$ cat src/rtl/pipeline_sequencer_if.sv
// Control bundle between the pipeline sequencer and the flow controller, hazard unit,
// debug port and IF stage.
interface pipeline_sequencer_if;
  logic        redirect_i;
  logic [31:0] redirect_target_i;
  logic        flush_req_i;
  logic        load_use_i;
  logic        halt_req_i;
  logic        resume_req_i;
  logic        step_req_i;
  logic [31:0] pc_o;
  logic        fetch_valid_o;
  logic        if_id_stall_o;
  logic        if_id_flush_o;
  logic        id_ex_flush_o;
  logic        halted_o;

  modport master (
    input  redirect_i, redirect_target_i, flush_req_i, load_use_i,
    input  halt_req_i, resume_req_i, step_req_i,
    output pc_o, fetch_valid_o, if_id_stall_o, if_id_flush_o, id_ex_flush_o, halted_o
  );

  modport slave (
    output redirect_i, redirect_target_i, flush_req_i, load_use_i,
    output halt_req_i, resume_req_i, step_req_i,
    input  pc_o, fetch_valid_o, if_id_stall_o, if_id_flush_o, id_ex_flush_o, halted_o
  );
endinterface

$ cat src/rtl/pipeline_sequencer.sv
// Fetch PC owner and stall/flush strobe generator for the 5-stage core, arbitrating
// redirects, load-use stalls and debug halt/step/resume.
module pipeline_sequencer #(
  parameter logic [31:0] RESET_PC     = 32'h0000_0000,
  parameter int unsigned DRAIN_CYCLES = 4
) (
  input  logic                 clk_i,
  input  logic                 rst_ni,
  pipeline_sequencer_if.master bus
);

  localparam int unsigned      CNT_W    = (DRAIN_CYCLES > 1) ? $clog2(DRAIN_CYCLES) : 1;
  localparam logic [CNT_W-1:0] CNT_LOAD = CNT_W'(DRAIN_CYCLES - 1);

  typedef enum logic [1:0] {
    ST_RUN    = 2'd0,
    ST_DRAIN  = 2'd1,
    ST_HALTED = 2'd2,
    ST_STEP   = 2'd3
  } state_e;

  state_e             state_r, state_s;
  logic [CNT_W-1:0]   cnt_r, cnt_s;
  logic [31:0]        pc_r, pc_s;
  logic               halted_r;
  logic               redirect_s;
  logic [31:0]        target_s;
  logic               fetch_valid_s;
  logic               if_id_stall_s;
  logic               if_id_flush_s;
  logic               id_ex_flush_s;

  // Next-state, next-PC and same-cycle strobe decode
  always_comb begin
    state_s       = state_r;
    cnt_s         = cnt_r;
    pc_s          = pc_r;
    fetch_valid_s = 1'b0;
    if_id_stall_s = 1'b0;
    if_id_flush_s = 1'b0;
    id_ex_flush_s = 1'b0;
    redirect_s    = bus.redirect_i | bus.flush_req_i;
    target_s      = {bus.redirect_target_i[31:1], 1'b0};

    // A redirect overrides any stall and flushes both front-end registers in every state
    if (redirect_s) begin
      if_id_flush_s = 1'b1;
      id_ex_flush_s = 1'b1;
      pc_s          = target_s;
    end else begin
      if_id_flush_s = 1'b0;
    end

    case (state_r)
      ST_RUN: begin
        fetch_valid_s = ~bus.load_use_i;
        if (redirect_s) begin
          pc_s = target_s;
        end else if (bus.load_use_i) begin
          if_id_stall_s = 1'b1;
          id_ex_flush_s = 1'b1;
        end else begin
          pc_s = pc_r + 32'd4;
        end
        if (bus.halt_req_i) begin
          state_s = ST_DRAIN;
          cnt_s   = CNT_LOAD;
        end else begin
          state_s = ST_RUN;
        end
      end
      ST_DRAIN: begin
        if (!redirect_s && bus.load_use_i) begin
          if_id_stall_s = 1'b1;
          id_ex_flush_s = 1'b1;
        end else begin
          if_id_stall_s = 1'b0;
        end
        if (cnt_r == {CNT_W{1'b0}}) begin
          state_s = ST_HALTED;
        end else begin
          cnt_s = cnt_r - CNT_W'(1);
        end
      end
      ST_HALTED: begin
        if (bus.resume_req_i) begin
          state_s = ST_RUN;
        end else if (bus.step_req_i) begin
          state_s = ST_STEP;
        end else begin
          state_s = ST_HALTED;
        end
      end
      ST_STEP: begin
        fetch_valid_s = ~bus.load_use_i;
        // A redirect consumes the step; a load-use stall retries it next cycle
        if (redirect_s) begin
          state_s = ST_DRAIN;
          cnt_s   = CNT_LOAD;
        end else if (bus.load_use_i) begin
          if_id_stall_s = 1'b1;
          id_ex_flush_s = 1'b1;
        end else begin
          pc_s    = pc_r + 32'd4;
          state_s = ST_DRAIN;
          cnt_s   = CNT_LOAD;
        end
      end
      default: begin
        state_s = ST_RUN;
      end
    endcase
  end

  // State, drain counter, PC and halted flag registers
  always_ff @(posedge clk_i or negedge rst_ni) begin
    if (!rst_ni) begin
      state_r  <= ST_RUN;
      cnt_r    <= {CNT_W{1'b0}};
      pc_r     <= RESET_PC;
      halted_r <= 1'b0;
    end else begin
      state_r  <= state_s;
      cnt_r    <= cnt_s;
      pc_r     <= pc_s;
      halted_r <= (state_s == ST_HALTED);
    end
  end

  assign bus.pc_o          = pc_r;
  assign bus.halted_o      = halted_r;
  assign bus.fetch_valid_o = rst_ni & fetch_valid_s;
  assign bus.if_id_stall_o = rst_ni & if_id_stall_s;
  assign bus.if_id_flush_o = rst_ni & if_id_flush_s;
  assign bus.id_ex_flush_o = rst_ni & id_ex_flush_s;

endmodule
$ cat src/flat_wrapper.sv
// flat-port wrapper written by rule: the top's interface ports become plain ports
module pipeline_sequencer_flat 
#(
  parameter logic [31:0] RESET_PC     = 32'h0000_0000,
  parameter int unsigned DRAIN_CYCLES = 4
)
  (clk_i, rst_ni, bus_redirect_i, bus_redirect_target_i, bus_flush_req_i, bus_load_use_i, bus_halt_req_i, bus_resume_req_i, bus_step_req_i, bus_pc_o, bus_fetch_valid_o, bus_if_id_stall_o, bus_if_id_flush_o, bus_id_ex_flush_o, bus_halted_o);
  pipeline_sequencer_if bus_i ();
  input  logic clk_i;
  input  logic rst_ni;
  input wire logic [$bits(bus_i.redirect_i)-1:0] bus_redirect_i;
  input wire logic [$bits(bus_i.redirect_target_i)-1:0] bus_redirect_target_i;
  input wire logic [$bits(bus_i.flush_req_i)-1:0] bus_flush_req_i;
  input wire logic [$bits(bus_i.load_use_i)-1:0] bus_load_use_i;
  input wire logic [$bits(bus_i.halt_req_i)-1:0] bus_halt_req_i;
  input wire logic [$bits(bus_i.resume_req_i)-1:0] bus_resume_req_i;
  input wire logic [$bits(bus_i.step_req_i)-1:0] bus_step_req_i;
  output wire logic [$bits(bus_i.pc_o)-1:0] bus_pc_o;
  output wire logic [$bits(bus_i.fetch_valid_o)-1:0] bus_fetch_valid_o;
  output wire logic [$bits(bus_i.if_id_stall_o)-1:0] bus_if_id_stall_o;
  output wire logic [$bits(bus_i.if_id_flush_o)-1:0] bus_if_id_flush_o;
  output wire logic [$bits(bus_i.id_ex_flush_o)-1:0] bus_id_ex_flush_o;
  output wire logic [$bits(bus_i.halted_o)-1:0] bus_halted_o;
  assign bus_i.redirect_i = bus_redirect_i;
  assign bus_i.redirect_target_i = bus_redirect_target_i;
  assign bus_i.flush_req_i = bus_flush_req_i;
  assign bus_i.load_use_i = bus_load_use_i;
  assign bus_i.halt_req_i = bus_halt_req_i;
  assign bus_i.resume_req_i = bus_resume_req_i;
  assign bus_i.step_req_i = bus_step_req_i;
  assign bus_pc_o = bus_i.pc_o;
  assign bus_fetch_valid_o = bus_i.fetch_valid_o;
  assign bus_if_id_stall_o = bus_i.if_id_stall_o;
  assign bus_if_id_flush_o = bus_i.if_id_flush_o;
  assign bus_id_ex_flush_o = bus_i.id_ex_flush_o;
  assign bus_halted_o = bus_i.halted_o;
  pipeline_sequencer #(.RESET_PC(RESET_PC), .DRAIN_CYCLES(DRAIN_CYCLES)) u_core (.clk_i(clk_i), .rst_ni(rst_ni), .bus(bus_i));
endmodule
$ cat config.mk
export PLATFORM = sky130hd
export DESIGN_NAME = pipeline_sequencer_flat
export DESIGN_NICKNAME = d
export VERILOG_FILES = /design/src/rtl/pipeline_sequencer_if.sv /design/src/rtl/pipeline_sequencer.sv /design/src/flat_wrapper.sv
export SDC_FILE = /design/constraint.sdc
export NUM_CORES = 1
export LEC_CHECK = 0
export ABC_AREA = 0
export BUFFER_PORTS_ARGS = -buffer_cell sky130_fd_sc_hd__buf_2
export CAP_MARGIN = 10
export CORE_MARGIN = 10
export CORE_UTILIZATION = 55
export DETAILED_ROUTE_END_ITERATION = 8
export GPL_TIMING_DRIVEN = 0
export PLACE_DENSITY_LB_ADDON = 0.05
export REMOVE_ABC_BUFFERS = 1
export SYNTH_ARGS = -nofsm -noshare
export SYNTH_HDL_FRONTEND = slang
export SYNTH_SLANG_ARGS = --single-unit
export TNS_END_PERCENT = 1
$ cat constraint.sdc
create_clock -name clk_i -period 3.35 [get_ports clk_i]
set_clock_uncertainty 0.1 [all_clocks]
set_input_delay 1.005 -clock clk_i [delete_from_list [all_inputs] [get_ports clk_i]]
set_output_delay 1.005 -clock clk_i [all_outputs]
set_load 0.005 [all_outputs]
# == Word-level counts from Yosys, hierarchy flattened ==
# Index checks and enable logic that the tools add are counted.
# totals
register_bits,37
latch_bits,0
ramBits,0
rom_bits,0
out_inout_bits,37
wordCells,53
mem_count,0
# op_classes
add_sub_neg,2
mul,0
div,0
magnitude_cmp,0
n_eq_ne,7
shift,0
n_mux,27
n_bitwise,6
reduce_logical,7
# op_table
cell,n
32-bit two-way mux,4
32-bit case mux with 2 select lines,1
32-bit by 3-bit adder with 32-bit output (second input constant),1
2-bit two-way mux,8
1-bit two-way mux,10
2-bit case mux with 4 select lines,1
2-bit == test (second input constant),3
2-bit case mux with 3 select lines,1
1-bit bitwise AND,4
2-bit zero test,2
2-bit != test (second input constant),2
1-bit case mux with 2 select lines,2
4-bit AND reduction,1
3-bit by 2-bit != test with 1-bit output (second input constant),1
3-bit nonzero test,1
2-bit by 1-bit == test with 1-bit output (second input constant),1
2-bit OR reduction,1
2-bit by 1-bit subtractor with 2-bit output (second input constant),1
1-bit logical AND,1
1-bit zero test,1
1-bit NOT,1
1-bit OR,1

# == Logic depth before layout (Yosys ltp) ==
# Gate-level depths: netlist (run 1).
# depth
ltp_word,6
mapped_depth,8
ltp_nobuf,7

# == Least setup slack after synthesis (run 1) ==
# OpenSTA, ideal clock, no wires.
# synth_timing
kind,input-to-output
start,in bus_flush_req_i
end,out bus_if_id_stall_o
arrival_ps,1931
required_time_ps,2245
slack_ps,314
cell_stages,5
n_path_buf,2
cell_sequence,nor2_1 -> buf_2 -> buf_1 -> nand2_1 -> nor4b_1
# synth_between
elab_chain_len,6
# synth_rtl
item,line_no,text
start: declaration,flat_wrapper.sv:13,input wire logic [$bits(bus_i.flush_req_i)-1:0] bus_flush_req_i;
1-bit OR *,pipeline_sequencer.sv:42,redirect_s = bus.redirect_i | bus.flush_req_i;
1-bit zero test,pipeline_sequencer.sv:73,if (!redirect_s && bus.load_use_i) begin
1-bit logical AND,pipeline_sequencer.sv:73,
1-bit two-way mux,pipeline_sequencer.sv:73,
1-bit case mux with 2 select lines *,pipeline_sequencer.sv:54,case (state_r)
1-bit bitwise AND *,pipeline_sequencer.sv:133,assign bus.if_id_stall_o = rst_ni & if_id_stall_s;
end: declaration,flat_wrapper.sv:20,output wire logic [$bits(bus_i.if_id_stall_o)-1:0] bus_if_id_stall_o;
# Mark *: on every way between the ends. The rest lies on a longest branch, timed or not.

# == Worst setup path in the final report (run 1) ==
# Ends and elaborated chain as after synthesis.

==> results.sh, run 1 <==
export IMPL_status="finished, final reports clean"
export IMPL_nets=382
export IMPL_syn_area_mm2=0.00236
export IMPL_synth_seq_cells=37
export IMPL_antenna_found_initial=0
export IMPL_dr_first_iter_drc_count=102
export IMPL_start_util=0.577
export IMPL_layout_drive_gt1_share=0.292
export IMPL_required_ns=2.24
export IMPL_min_path_type="register to register"
export IMPL_die_area_mm2=0.00730
export IMPL_fin_cells=386
export IMPL_synth_edf_count=0
export IMPL_yosysTopAreaCell="dfrtp_1"
export IMPL_synth_common_cells="dfrtp_1 (37), a21oi_1 (24), nor2_1 (24)"
export IMPL_synth_cell_types=45
export IMPL_die_h_um=85.5
export IMPL_async_reset_ff_frac=1.00
export IMPL_crit_top_cell="buf_2"
export IMPL_grt_start_max_net_pins=42
export IMPL_swShare=0.424
export IMPL_power_frac_comb=0.419
export IMPL_slew_violations=0
export IMPL_dr_total_vias=2208
export IMPL_max_freq_ghz=0.324
export IMPL_crit_chain="buf_2, nor2_4, buf_16, nand2_1, nor4b_1, buf_2"
export IMPL_yosysTopAreaCellShare=0.393
export IMPL_critPathSlowestCell="nor4b_1"
export IMPL_n_antenna_cell=0
export IMPL_post_route_util=0.701
export IMPL_finalWirelength_um=6240
export IMPL_grt_pass1_wl_um=10400
export IMPL_yosys_warnings=0
export IMPL_core_area_mm2=0.00409
export IMPL_gp_congestion=0.827
export IMPL_final_setup_viol_count=0
export IMPL_syn_avg_cell_area_um2=8.90
export IMPL_p_per_area_mw_per_mm2=693
export IMPL_rows=23
export IMPL_via_per_inst=5.72
export IMPL_numPortBuffers=75
export IMPL_p_int_mw=1.14
export IMPL_drt_pass1_iter_count=4
export IMPL_die_width_um=85.5
export IMPL_clk_path_buf_depth=2
export IMPL_path_clk_slew_ns=0.07
export IMPL_p_leak_nw=1.27
export IMPL_cts_sinks=37
export IMPL_synthFlopType="dfrtp_1"
export IMPL_path_max_fanout=35
export IMPL_overflow=0
export IMPL_first_global_vias=2199
export IMPL_h_tree_depth=2
export IMPL_syn2layout_area_growth_pct=21.6
export IMPL_cp_arrival_ns=1.98
export IMPL_power_frac_clock=0.161
export IMPL_synthCells=265
export IMPL_netSwitchingPower_mw=0.843
export IMPL_drcViolationCount=0
export IMPL_fin_crit_sh=0.921
export IMPL_relSlewSlack=0.482
export IMPL_dp_cells=377
export IMPL_worstSkewPairLatency_ns=0.30
export IMPL_worst_path_buf_inv=3
export IMPL_worst_setup_path_type="input pin to primary output"
export IMPL_track_usage=0.173
export IMPL_rsz0062_at_grt="false"
export IMPL_ys_seq_area_frac=0.393
export IMPL_max_slew_worst_pin_slew_ns=0.770
export IMPL_finalHoldViolCount=0
export IMPL_slowest_delay_ns=0.23
export IMPL_end_kind="primary output"
export IMPL_tritoncts="built"
export IMPL_maxCapViolCount=0
export IMPL_synthTopCellsByArea="dfrtp_1 (39%), xor2_1 (7.1%), a21oi_1 (5.1%)"
export IMPL_dp_hpwl_um=4540
export IMPL_io_pin_count=77
export IMPL_wl_per_cell_um=16.2
export IMPL_finalCriticalPeriod_ns=3.09
export IMPL_crit_path_start_kind="input pin"
export IMPL_path_delay_family="buffers and inverters"
export IMPL_post_synth_top_count_cell="dfrtp_1"
export IMPL_cts_root_buf="clkbuf_8"
export IMPL_ir_drop_mv=0.380
export IMPL_whs_ns=0.399
export IMPL_numCtsBuffers=5
export IMPL_ant_nets=0
export IMPL_seq_power_share=0.420
==> cell usage in the layout (no fill, tap or decap), types with 4 or more instances in the layout <==
cell type,instances
a211oi_1,5
a21oi_1,24
and2_1,5
buf_2,74
clkbuf_8,6
dfrtp_1,37
ha_1,6
inv_1,9
nand2_1,16
nand3_1,11
nand4_1,12
nor2_1,23
nor2b_1,4
nor3_1,7
o21ai_0,23
xnor2_1,6
xor2_1,19
==> final timing paths <==
path | start | end | slack (ns) | cells after the start
max | bus_flush_req_i | bus_if_id_stall_o | 0.26 | 6
min | u_core.cnt_r[0]$_DFFE_PN0P_ | u_core.cnt_r[0]$_DFFE_PN0P_ | 0.40 | 1
max reg2reg | u_core.state_r[0]$_DFF_PN0_ | u_core.bus.pc_o[28]$_DFF_PN0_ | 1.02 | 7
min reg2reg | u_core.cnt_r[0]$_DFFE_PN0P_ | u_core.cnt_r[0]$_DFFE_PN0P_ | 0.40 | 1
max in group asynchronous | rst_ni | u_core.bus.pc_o[15]$_DFF_PN0_ | 2.17 | 1
min in group asynchronous | rst_ni | u_core.cnt_r[0]$_DFFE_PN0P_ | 0.61 | 1
==> state kept, by name, summed over array words and instances, names as in the netlist <==
register / flops
u_core.bus.halted_o: 1
u_core.bus.pc_o: 32
u_core.cnt_r: 2
u_core.state_r: 2
==> layout make-up <==
type / count / area [µm²]
clock buffers: 7 / 86.3
fillers: 352 / 1220
inverters: 9 / 33.8
multi-input cells: 206 / 1350
flip-flops and latches: 37 / 926
well taps: 50 / 62.6
repair buffers: 77 / 413
==> stage by stage <==
| stage | cell area [µm²] | setup TNS [ns] | power [mW] | setup slack [ns] |
|---|---|---|---|---|
| 6_report | 2870 | 0 | 1.99 | 0.265 |
| 3_5_place_dp | 2760 | -0.182 | 1.68 | -0.140 |
| 2_1_floorplan | 2290 | -6.90 | 1.32 | -1.13 |
| 5_1_grt | 2870 | 0 | 2.17 | 0.191 |
| 3_3_place_gp | 2730 | -45.88 | 1.65 | -2.37 |
| 4_1_cts | 2860 | 0 | 2.00 | 0.0114 |
==> kinds of logic after synthesis <==
family                     share of synthesized area
buffers and inverters                         0.0425
xor gates and xnor gates                      0.0929
and+or+nand+nor                                0.264
muxes                                         0.0127
DFF                                            0.393
AOI/OAI and AO/OA                              0.163
adders and majority gates                     0.0318
==> power by group through the flow <==
stage               sequential [mW]  clock (mW)  combinational [mW]
floorplan                     0.822           0               0.500
global placement              0.829           0               0.825
detailed placement            0.838           0               0.839
CTS                           0.832       0.327               0.845
global route                  0.869       0.344               0.961
finish                        0.835       0.320               0.832
==> metal layers <==
| metal | vias to the layer above | wire [µm] | GRT usage |
|---|---|---|---|
| li1 | 1102 | - | - |
| met1 | 1025 | 2810 | 0.217 |
| met2 | 73 | 2800 | 0.268 |
| met3 | 8 | 550 | 0.0641 |
| met4 | 0 | 77 | 0.0539 |
| met5 | - | 0 | 0 |
==> repair_timing <==
action	4_1_cts	5_1_grt
pin swaps	1	1
cloned	1	0
setup buffers	0	1
endpoints found under the setup margin	2	1
gates resized for setup	0	1
hold buffers	0	0
(Power assumes the default switching activity.)
==> run 2, diff against run 1 <==
--- a/config.mk
+++ b/config.mk
@@ -12,7 +12,7 @@
 export CORE_UTILIZATION = 55
 export DETAILED_ROUTE_END_ITERATION = 8
 export GPL_TIMING_DRIVEN = 0
-export PLACE_DENSITY_LB_ADDON = 0.05
+export PLACE_DENSITY_LB_ADDON = 0.08
 export REMOVE_ABC_BUFFERS = 1
 export SYNTH_ARGS = -nofsm -noshare
 export SYNTH_HDL_FRONTEND = slang
==> run 2 against run 1 <==
Effect of this change:
- largest cell class unchanged
- final area down 0.13%
- fmax down 1.2%
- utilization down 0.092 points
- highest routed layer unchanged
- clock power down 5%
- die area unchanged
- total power down 0.49%
- critical endpoint unchanged
==> results.sh, run 2 (same netlist as run 1, synthesis figures left out) <==
export IMPL_status="finished, final reports clean"
export IMPL_layout_drive_gt1_share=0.294
export IMPL_io_pin_count=77
export IMPL_numPortBuffers=75
export IMPL_ctsHoldBuffers=0
export IMPL_h_tree_depth=2
export IMPL_clk_path_buf_depth=2
export IMPL_via_per_inst=5.77
export IMPL_start_util=0.577
export IMPL_seq_power_share=0.422
export IMPL_maxCapViolCount=0
export IMPL_path_delay_family="buffers and inverters"
export IMPL_dr_total_vias=2233
export IMPL_tritoncts="built"
export IMPL_p_leak_nw=1.28
export IMPL_drcViolationCount=0
export IMPL_power_frac_clock=0.154
export IMPL_final_cell_mix="buf_2 (74), dfrtp_1 (37), a21oi_1 (24)"
export IMPL_use_met2=0.281
export IMPL_max_slew_worst_pin_slew_ns=0.761
export IMPL_cp_arrival_ns=2.02
export IMPL_path_clk_slew_ns=0.08
export IMPL_largest_reg_flops=32
export IMPL_slowest_delay_ns=0.26
export IMPL_r2r_slack_ns=1.01
export IMPL_ir_drop_mv=0.370
export IMPL_cts_sinks=37
export IMPL_dp_hpwl_um=4580
export IMPL_mostFrequentLayoutCell="buf_2"
export IMPL_end_kind="primary output"
export IMPL_antenna_found_initial=0
export IMPL_first_global_vias=2312
export IMPL_place_area_mm2=0.00276
export IMPL_gp_congestion=0.823
export IMPL_fin_tns_setup_ns=0
export IMPL_netSwitchingPower_mw=0.852
export IMPL_crit_top_cell="buf_2"
export IMPL_overflow=0
export IMPL_nets=382
export IMPL_numCtsBuffers=5
export IMPL_max_freq_ghz=0.320
export IMPL_die_width_um=85.5
export IMPL_rows=23
export IMPL_grt_use_met3=0.0669
export IMPL_design_area_mm2=0.00286
export IMPL_critPathSlowestCell="nor4b_1"
export IMPL_p_int_mw=1.13
export IMPL_grt_pass1_wl_um=10500
export IMPL_drt_pass1_iter_count=4
export IMPL_crit_chain="buf_2, nor2_4, buf_16, nand2_1, nor4b_1, buf_2"
export IMPL_p_per_area_mw_per_mm2=691
export IMPL_dr_first_iter_drc_count=126
export IMPL_worst_path_buf_inv=3
export IMPL_cts_root_buf="clkbuf_8"
export IMPL_power_frac_comb=0.424
export IMPL_final_setup_viol_count=0
export IMPL_die_h_um=85.5
export IMPL_ant_nets=0
export IMPL_n_antenna_cell=0
export IMPL_busiest_layer="met2"
export IMPL_grt_start_max_net_pins=42
export IMPL_finalWirelength_um=6340
export IMPL_crit_path_start_kind="input pin"
export IMPL_die_area_mm2=0.00730
export IMPL_slew_violations=0
export IMPL_required_ns=2.24
export IMPL_swShare=0.431
export IMPL_rsz0062_at_grt="false"
export IMPL_globalRouteMet1Util=0.204
export IMPL_fin_crit_sh=0.932
export IMPL_finalHoldViolCount=0
export IMPL_track_usage=0.171
export IMPL_finalCriticalPeriod_ns=3.12
export IMPL_path_max_fanout=34
export IMPL_worst_setup_path_type="input pin to primary output"
export IMPL_worstSkewPairLatency_ns=0.29
export IMPL_min_path_type="register to register"
export IMPL_relSlewSlack=0.489
export IMPL_core_area_mm2=0.00409
export IMPL_syn2layout_area_growth_pct=21.4
export IMPL_wl_per_cell_um=16.4
-- run 2: through the flow --
| step | utilization | power (mW) | instances | hold WS, ns | worst slack (ns) |
|---|---|---|---|---|---|
| final | 0.701 | 1.98 | 387 | 0.401 | 0.227 |
| after floorplan | - | 1.32 | 251 | 0.350 | -1.13 |
| after global routing | 0.701 | 2.14 | 387 | 0.401 | 0.140 |
| after global placement | 0.668 | 1.65 | 376 | 0.374 | -2.31 |
| after CTS | 0.700 | 1.99 | 387 | 0.396 | 0.0206 |
| after detailed placement | 0.676 | 1.68 | 377 | 0.386 | -0.175 |
-- run 2: final timing paths --
kind                       cells after the start                   startpoint                       endpoint
min reg2reg                                    1  u_core.cnt_r[0]$_DFFE_PN0P_    u_core.cnt_r[0]$_DFFE_PN0P_
min in group asynchronous                      1                       rst_ni    u_core.cnt_r[0]$_DFFE_PN0P_
min                                            1  u_core.cnt_r[0]$_DFFE_PN0P_    u_core.cnt_r[0]$_DFFE_PN0P_
max reg2reg                                    7  u_core.state_r[0]$_DFF_PN0_  u_core.bus.pc_o[18]$_DFF_PN0_
max in group asynchronous                      1                       rst_ni   u_core.bus.pc_o[9]$_DFF_PN0_
max                                            6               bus_redirect_i              bus_if_id_stall_o
-- run 2: layout make-up --
type                            instances  area (µm²)
Timing Repair Buffer                   77         413
Tap cell                               50        62.6
Inverter                                9        33.8
Sequential cell                        37         926
Fill cell                             354        1220
Clock buffer                            6        72.6
Clock inverter                          2        10.0
Multi-Input combinational cell        206        1350
-- run 2: power groups by stage --
stage	sequential (mW)	combinational [mW]	clock, mW
after CTS	0.829	0.849	0.312
after global placement	0.831	0.823	0
after floorplan	0.822	0.500	0
final	0.834	0.838	0.305
after global routing	0.862	0.951	0.331
after detailed placement	0.836	0.841	0
-- run 2: layer usage --
layer,wire (µm),vias up
met5,0,-
met4,58,0
met3,551,7
met2,2980,76
met1,2760,1044
li1,-,1106
-- run 2: timing repair --
| action | 4_1_cts | 5_1_grt |
|---|---|---|
| cloned | 1 | 0 |
| pin swaps | 1 | 0 |
| setup buffers | 1 | 0 |
| setup endpoints to repair | 2 | 1 |
| gates resized for setup | 0 | 1 |
